**src/rtl/counter_pkg.sv**
```systemverilog
// Shared definitions for the up/down/set counter family: resolved op-codes,
// default width and the per-edge priority resolver.
package counter_pkg;

  localparam int CNT_W_DEFAULT = 8;

  // Operation chosen for one clock edge after priority resolution.
  typedef enum logic [2:0] {
    OP_HOLD  = 3'd0,
    OP_RESET = 3'd1,
    OP_CLR   = 3'd2,
    OP_LOAD  = 3'd3,
    OP_INC   = 3'd4,
    OP_DEC   = 3'd5
  } op_e;

  // rst > clr > set > (up && down -> hold) > up > down > hold.
  function automatic op_e resolve_op(
    input logic rst,
    input logic clr,
    input logic set,
    input logic up,
    input logic down
  );
    if (rst)              return OP_RESET;
    else if (clr)         return OP_CLR;
    else if (set)         return OP_LOAD;
    else if (up && down)  return OP_HOLD;
    else if (up)          return OP_INC;
    else if (down)        return OP_DEC;
    else                  return OP_HOLD;
  endfunction

endpackage

```
**src/rtl/counter_next.sv**
```systemverilog
// Combinational next-value datapath for up_down_set_counter.
// UDS_COUNTER_SATURATE_EN selects clamping at the ends plus a blocked flag.
module counter_next
  import counter_pkg::*;
#(
  parameter int              WIDTH     = CNT_W_DEFAULT,
  parameter logic [WIDTH-1:0] RESET_VAL = '0
) (
  input  op_e              i_op,
  input  logic [WIDTH-1:0] i_count,
  input  logic [WIDTH-1:0] i_load_val,
  output logic [WIDTH-1:0] o_next
`ifdef UDS_COUNTER_SATURATE_EN
  ,
  output logic             o_blocked
`endif
);

  logic w_is_max;
  logic w_is_zero;

  assign w_is_max  = (i_count == {WIDTH{1'b1}});
  assign w_is_zero = (i_count == '0);

  always_comb begin
    // NOTE: every output gets a default before the case so no path can
    // leave it unassigned and infer a latch.
    o_next = i_count;
`ifdef UDS_COUNTER_SATURATE_EN
    o_blocked = 1'b0;
`endif
    unique case (i_op)
      OP_RESET: o_next = RESET_VAL;
      OP_CLR:   o_next = '0;
      OP_LOAD:  o_next = i_load_val;
      OP_INC: begin
`ifdef UDS_COUNTER_SATURATE_EN
        if (w_is_max) o_blocked = 1'b1;
        else          o_next    = i_count + WIDTH'(1);
`else
        o_next = i_count + WIDTH'(1);
`endif
      end
      OP_DEC: begin
`ifdef UDS_COUNTER_SATURATE_EN
        if (w_is_zero) o_blocked = 1'b1;
        else           o_next    = i_count - WIDTH'(1);
`else
        o_next = i_count - WIDTH'(1);
`endif
      end
      default:  o_next = i_count;
    endcase
  end

`ifndef UDS_COUNTER_SATURATE_EN
  // End decodes only steer clamping; in the wrapping build they are idle.
  logic w_unused_ends;
  assign w_unused_ends = w_is_max ^ w_is_zero;
`endif

endmodule

```
**src/rtl/up_only_counter.sv**
```systemverilog
// Free-running delay counter: up_down_set_counter with down/set tied low.
// Pulsing clr restarts from 0; honours UDS_COUNTER_SATURATE_EN like the core.
module up_only_counter
  import counter_pkg::*;
#(
  parameter int               WIDTH     = CNT_W_DEFAULT,
  parameter logic [WIDTH-1:0] RESET_VAL = '0
) (
  input  logic             clk,
  input  logic             rst,
  input  logic             en,
  input  logic             clr,
  output logic [WIDTH-1:0] count
);

  logic w_unused_at_zero;
  logic w_unused_at_max;
`ifdef UDS_COUNTER_SATURATE_EN
  logic w_unused_sat_hit;
`endif

  up_down_set_counter #(
    .WIDTH     (WIDTH),
    .RESET_VAL (RESET_VAL)
  ) u_core (
    .clk      (clk),
    .rst      (rst),
    .up       (en),
    .down     (1'b0),
    .set      (1'b0),
    .clr      (clr),
    .load_val ({WIDTH{1'b0}}),
    .count    (count),
    .at_zero  (w_unused_at_zero),
    .at_max   (w_unused_at_max)
`ifdef UDS_COUNTER_SATURATE_EN
    ,
    .sat_hit  (w_unused_sat_hit)
`endif
  );

endmodule

```
**src/rtl/up_down_set_counter.sv**
```systemverilog
// Generic synchronous counter: clear, parallel load, increment, decrement.
// Build option UDS_COUNTER_SATURATE_EN clamps at the ends and adds sat_hit.
module up_down_set_counter
  import counter_pkg::*;
#(
  parameter int               WIDTH     = CNT_W_DEFAULT,
  parameter logic [WIDTH-1:0] RESET_VAL = '0
) (
  input  logic             clk,
  input  logic             rst,
  input  logic             up,
  input  logic             down,
  input  logic             set,
  input  logic             clr,
  input  logic [WIDTH-1:0] load_val,
  output logic [WIDTH-1:0] count,
  output logic             at_zero,
  output logic             at_max
`ifdef UDS_COUNTER_SATURATE_EN
  ,
  output logic             sat_hit
`endif
);

  logic [WIDTH-1:0] r_count;
  logic [WIDTH-1:0] w_next;
  op_e              w_op;

  // rst is folded into the op-code so the datapath owns every priority.
  assign w_op = resolve_op(rst, clr, set, up, down);

`ifdef UDS_COUNTER_SATURATE_EN
  logic r_sat_hit;
  logic w_blocked;
`endif

  counter_next #(
    .WIDTH     (WIDTH),
    .RESET_VAL (RESET_VAL)
  ) u_next (
    .i_op       (w_op),
    .i_count    (r_count),
    .i_load_val (load_val),
    .o_next     (w_next)
`ifdef UDS_COUNTER_SATURATE_EN
    ,
    .o_blocked  (w_blocked)
`endif
  );

  // NOTE: sequential state uses non-blocking assignments so every register
  // samples the pre-edge value regardless of statement order.
  always_ff @(posedge clk) begin
    r_count <= w_next;
  end

`ifdef UDS_COUNTER_SATURATE_EN
  always_ff @(posedge clk) begin
    if (rst) r_sat_hit <= 1'b0;
    else     r_sat_hit <= w_blocked;
  end
  assign sat_hit = r_sat_hit;
`endif

  assign count   = r_count;
  assign at_zero = (r_count == '0);
  assign at_max  = (r_count == {WIDTH{1'b1}});

endmodule

```
**config.mk**
```make
export PLATFORM = sky130hd
export DESIGN_NAME = up_only_counter
export DESIGN_NICKNAME = d
export VERILOG_FILES = /design/src/rtl/counter_pkg.sv /design/src/rtl/counter_next.sv /design/src/rtl/up_only_counter.sv /design/src/rtl/up_down_set_counter.sv
export SDC_FILE = /design/constraint.sdc
export NUM_CORES = 1
export LEC_CHECK = 0
export ABC_AREA = 0
export CORE_MARGIN = 5
export CORE_UTILIZATION = 40
export DETAILED_ROUTE_END_ITERATION = 16
export GPL_ROUTABILITY_DRIVEN = 0
export PLACE_DENSITY = 0.62
export SYNTH_ARGS = -nofsm -noshare
export SYNTH_HDL_FRONTEND = slang
export SYNTH_HIERARCHICAL = 1
export SYNTH_SLANG_ARGS = --single-unit
export TNS_END_PERCENT = 10
```
**constraint.sdc**
```tcl
create_clock -name clk -period 5.6 [get_ports clk]
set_input_delay 1.12 -clock clk [delete_from_list [all_inputs] [get_ports clk]]
set_output_delay 1.12 -clock clk [all_outputs]
set_load 0.01 [all_outputs]
```
==> impl_metrics.sql <==
INSERT INTO impl_metrics (metric_group, metric, value, unit) VALUES
('outcome', 'status', 'finished clean', ''),
('clock_tree', 'ctsLongestPathBuffers', '2', ''),
('pwr', 'pwr-share-clk', '0.236', ''),
('worst_setup_path', 'timing.critical_path.fanout_max', '28', ''),
('worst_setup_path', 'rr_worst_depth', '7', ''),
('floorplanning', 'initial_utilization', '0.409', ''),
('timing', 'rsz_0062_raised_after_global_routing', 'false', ''),
('routing', 'totalWireLength', '2.17', 'mm'),
('routing', 'drt_pass1_iterations', '4', ''),
('routing', 'wl_per_cell', '13.6', 'um'),
('worst_setup_path', 'timing.critical_path.arrival', '3.99', 'ns'),
('run', 'maxCapViolations', '0', ''),
('clock_tree', 'clk-insertion-delay-late', '0.26', 'ns'),
('worst_setup_path', 'reg2reg_start', 'u_core/count[1]$_DFF_P_', ''),
('clock_tree', 'clockRootBuffer', 'sky130_fd_sc_hd__clkbuf_4', ''),
('timing', 'setup_skew_after_layout', '0.00519', 'ns'),
('cells_and_area', 'flip_flop_count_of_the_largest_register_all_copies_and_words_added', '8', ''),
('global_routing', 'largest_net_degree_at_the_start_of_global_routing', '29', ''),
('worst_hold_path', 'holdCritPathClass', 'register to register', ''),
('pwr', 'total_leakage_power', '0.468', 'nW'),
('worst_setup_path', 'reg2reg_to', 'u_core/count[4]$_DFF_P_', ''),
('pwr', 'irDropWorstVdd', '0.110', 'mV'),
('floorplanning', 'number_of_placement_rows', '17', ''),
('worst_setup_path', 'cp_required', '5.75', 'ns'),
('routing', 'final_antenna_net_count', '0', ''),
('cells_and_area', 'num_antenna_cells', '0', ''),
('timing', 'fmax', '261', 'MHz'),
('cells_and_area', 'final_util', '0.490', ''),
('worst_hold_path', 'hold-path-cell-count', '2', ''),
('worst_setup_path', 'critical_path.startpoint_type', 'input port', ''),
('clock_tree', 'cts_num_sinks', '8', ''),
('timing', 'final-hold-violation-count', '0', ''),
('cells_and_area', 'fillerInstances', '226', ''),
('pwr', 'intPower', '0.128', 'mW'),
('timing', 'finalWorstPathRequiredPeriod', '3.84', 'ns'),
('global_routing', 'via_count_of_the_first_global_routing_pass', '887', ''),
('floorplanning', 'core-area', '2170', 'um^2'),
('routing', 'route.vias.total', '910', ''),
('cells_and_area', 'final-seq-area', '160', 'um^2'),
('floorplanning', 'die_h', '57.1', 'um'),
('clock_tree', 'cts_tree', 'built', ''),
('clock_tree', 'clk_pin_slew', '0.06', 'ns'),
('pwr', 'sw_frac_of_total', '0.372', ''),
('timing', 'post_route_clock_period_utilization', '0.685', ''),
('synthesis', 'ys.warnings.count', '6', ''),
('worst_setup_path', 'regToRegSetupSlack', '3.58', 'ns'),
('worst_setup_path', 'criticalPathCategory', 'input port to register', ''),
('global_routing', 'grt_antenna_before_repair', '0', ''),
('worst_hold_path', 'hold_start', 'u_core/count[6]$_DFF_P_', ''),
('global_routing', 'grt_pass1_wl', '3.75', 'mm'),
('timing', 'setup_ws_post_layout', '1.76', 'ns'),
('worst_hold_path', 'whs_endpoint', 'u_core/count[6]$_DFF_P_', ''),
('timing', 'timing_max_transition_violations_final', '0', ''),
('timing', 'fin_tns_setup', '0', 'ns'),
('placement', 'buffer_ports.inserted', '11', ''),
('global_routing', 'globalRouteOverflowTotal', '0', ''),
('synthesis', 'avgSynthCellArea', '7.78', 'um^2'),
('cells_and_area', 'multi_input_comb_area', '702', 'um^2'),
('routing', 'route.detailed.vias_per_inst', '5.69', ''),
('placement', 'preCtsSetupSlack', '1.53', 'ns'),
('cells_and_area', 'finish.net_count', '142', ''),
('cells_and_area', 'layout-drive-gt1-share', '0.106', ''),
('cells_and_area', 'layout_overhead_on_the_synthesized_area', '19.9', '%'),
('clock_tree', 'post_cts_hold_buffer_count', '0', ''),
('pwr', 'seq_power_share', '0.379', ''),
('cells_and_area', 'layout.cells.most_common_list', 'sky130_fd_sc_hd__conb_1, sky130_fd_sc_hd__clkdlybuf4s50_1, sky130_fd_sc_hd__a21oi_1', ''),
('timing', 'setup-violations-final', '0', ''),
('clock_tree', 'resized_cells_post_cts', '0', ''),
('global_routing', 'groute.usage.overall', '0.141', ''),
('placement', 'place.detailed.hpwl', '1.44', 'mm'),
('synthesis', 'synth_cells', '114', '');
[cell type report]
type	instances	share of cell area
Inverter	3	0.0106
Timing Repair Buffer	14	0.125
Tap cell	28	0.0329
Sequential cell	8	0.151
Clock buffer	3	0.0212
Multi-Input combinational cell	104	0.660
[through the flow]
| stage | total power [mW] | hold slack (ns) | instances | cell area (um^2) |
|---|---|---|---|---|
| 2_1_floorplan | 0.132 | 0.593 | 125 | 928 |
| 3_3_place_gp | 0.153 | 0.588 | 157 | 1040 |
| 3_5_place_dp | 0.156 | 0.605 | 157 | 1040 |
| 4_1_cts | 0.205 | 0.628 | 160 | 1060 |
| 5_1_grt | 0.220 | 0.663 | 160 | 1060 |
| 6_report | 0.203 | 0.608 | 160 | 1060 |
[worst max-delay path, cell delays in order]
cell and delay, ns:
sky130_fd_sc_hd__clkdlybuf4s50_1 0.46, sky130_fd_sc_hd__inv_1 0.04, sky130_fd_sc_hd__ha_1 0.29, sky130_fd_sc_hd__nor4_2 0.14
sky130_fd_sc_hd__buf_4 0.33, sky130_fd_sc_hd__nand3b_4 0.15, sky130_fd_sc_hd__inv_1 0.13, sky130_fd_sc_hd__ha_1 0.30
sky130_fd_sc_hd__and3_1 0.21, sky130_fd_sc_hd__a31o_2 0.26, sky130_fd_sc_hd__mux2_4 0.30, sky130_fd_sc_hd__a31oi_1 0.17
sky130_fd_sc_hd__o21ai_1 0.08
[worst max path at each step]
stage | startpoint | end | slack (ns)
global route | en | u_core/count[4]$_DFF_P_ | 1.57
global placement | en | u_core/count[7]$_DFF_P_ | 1.60
CTS | en | u_core/count[7]$_DFF_P_ | 1.77
floorplan | en | u_core/count[7]$_DFF_P_ | 2.31
finish | en | u_core/count[7]$_DFF_P_ | 1.76
detailed placement | en | u_core/count[7]$_DFF_P_ | 1.53
[power groups by stage]
stage / logic [mW] / registers (mW) / clock network [mW]
2_1_floorplan: 0.0573 / 0.0747 / 0
3_5_place_dp: 0.0776 / 0.0781 / 0
4_1_cts: 0.0782 / 0.0767 / 0.0503
5_1_grt: 0.0874 / 0.0790 / 0.0534
6_report: 0.0783 / 0.0770 / 0.0479
3_3_place_gp: 0.0755 / 0.0774 / 0
[per-layer routing]
layer | share of wire | track usage
met5 | 0 | 0
met4 | 0.0064 | 0.0497
met3 | 0.035 | 0.0317
met2 | 0.46 | 0.250
met1 | 0.49 | 0.165
Power figures use the tool's default switching activity.
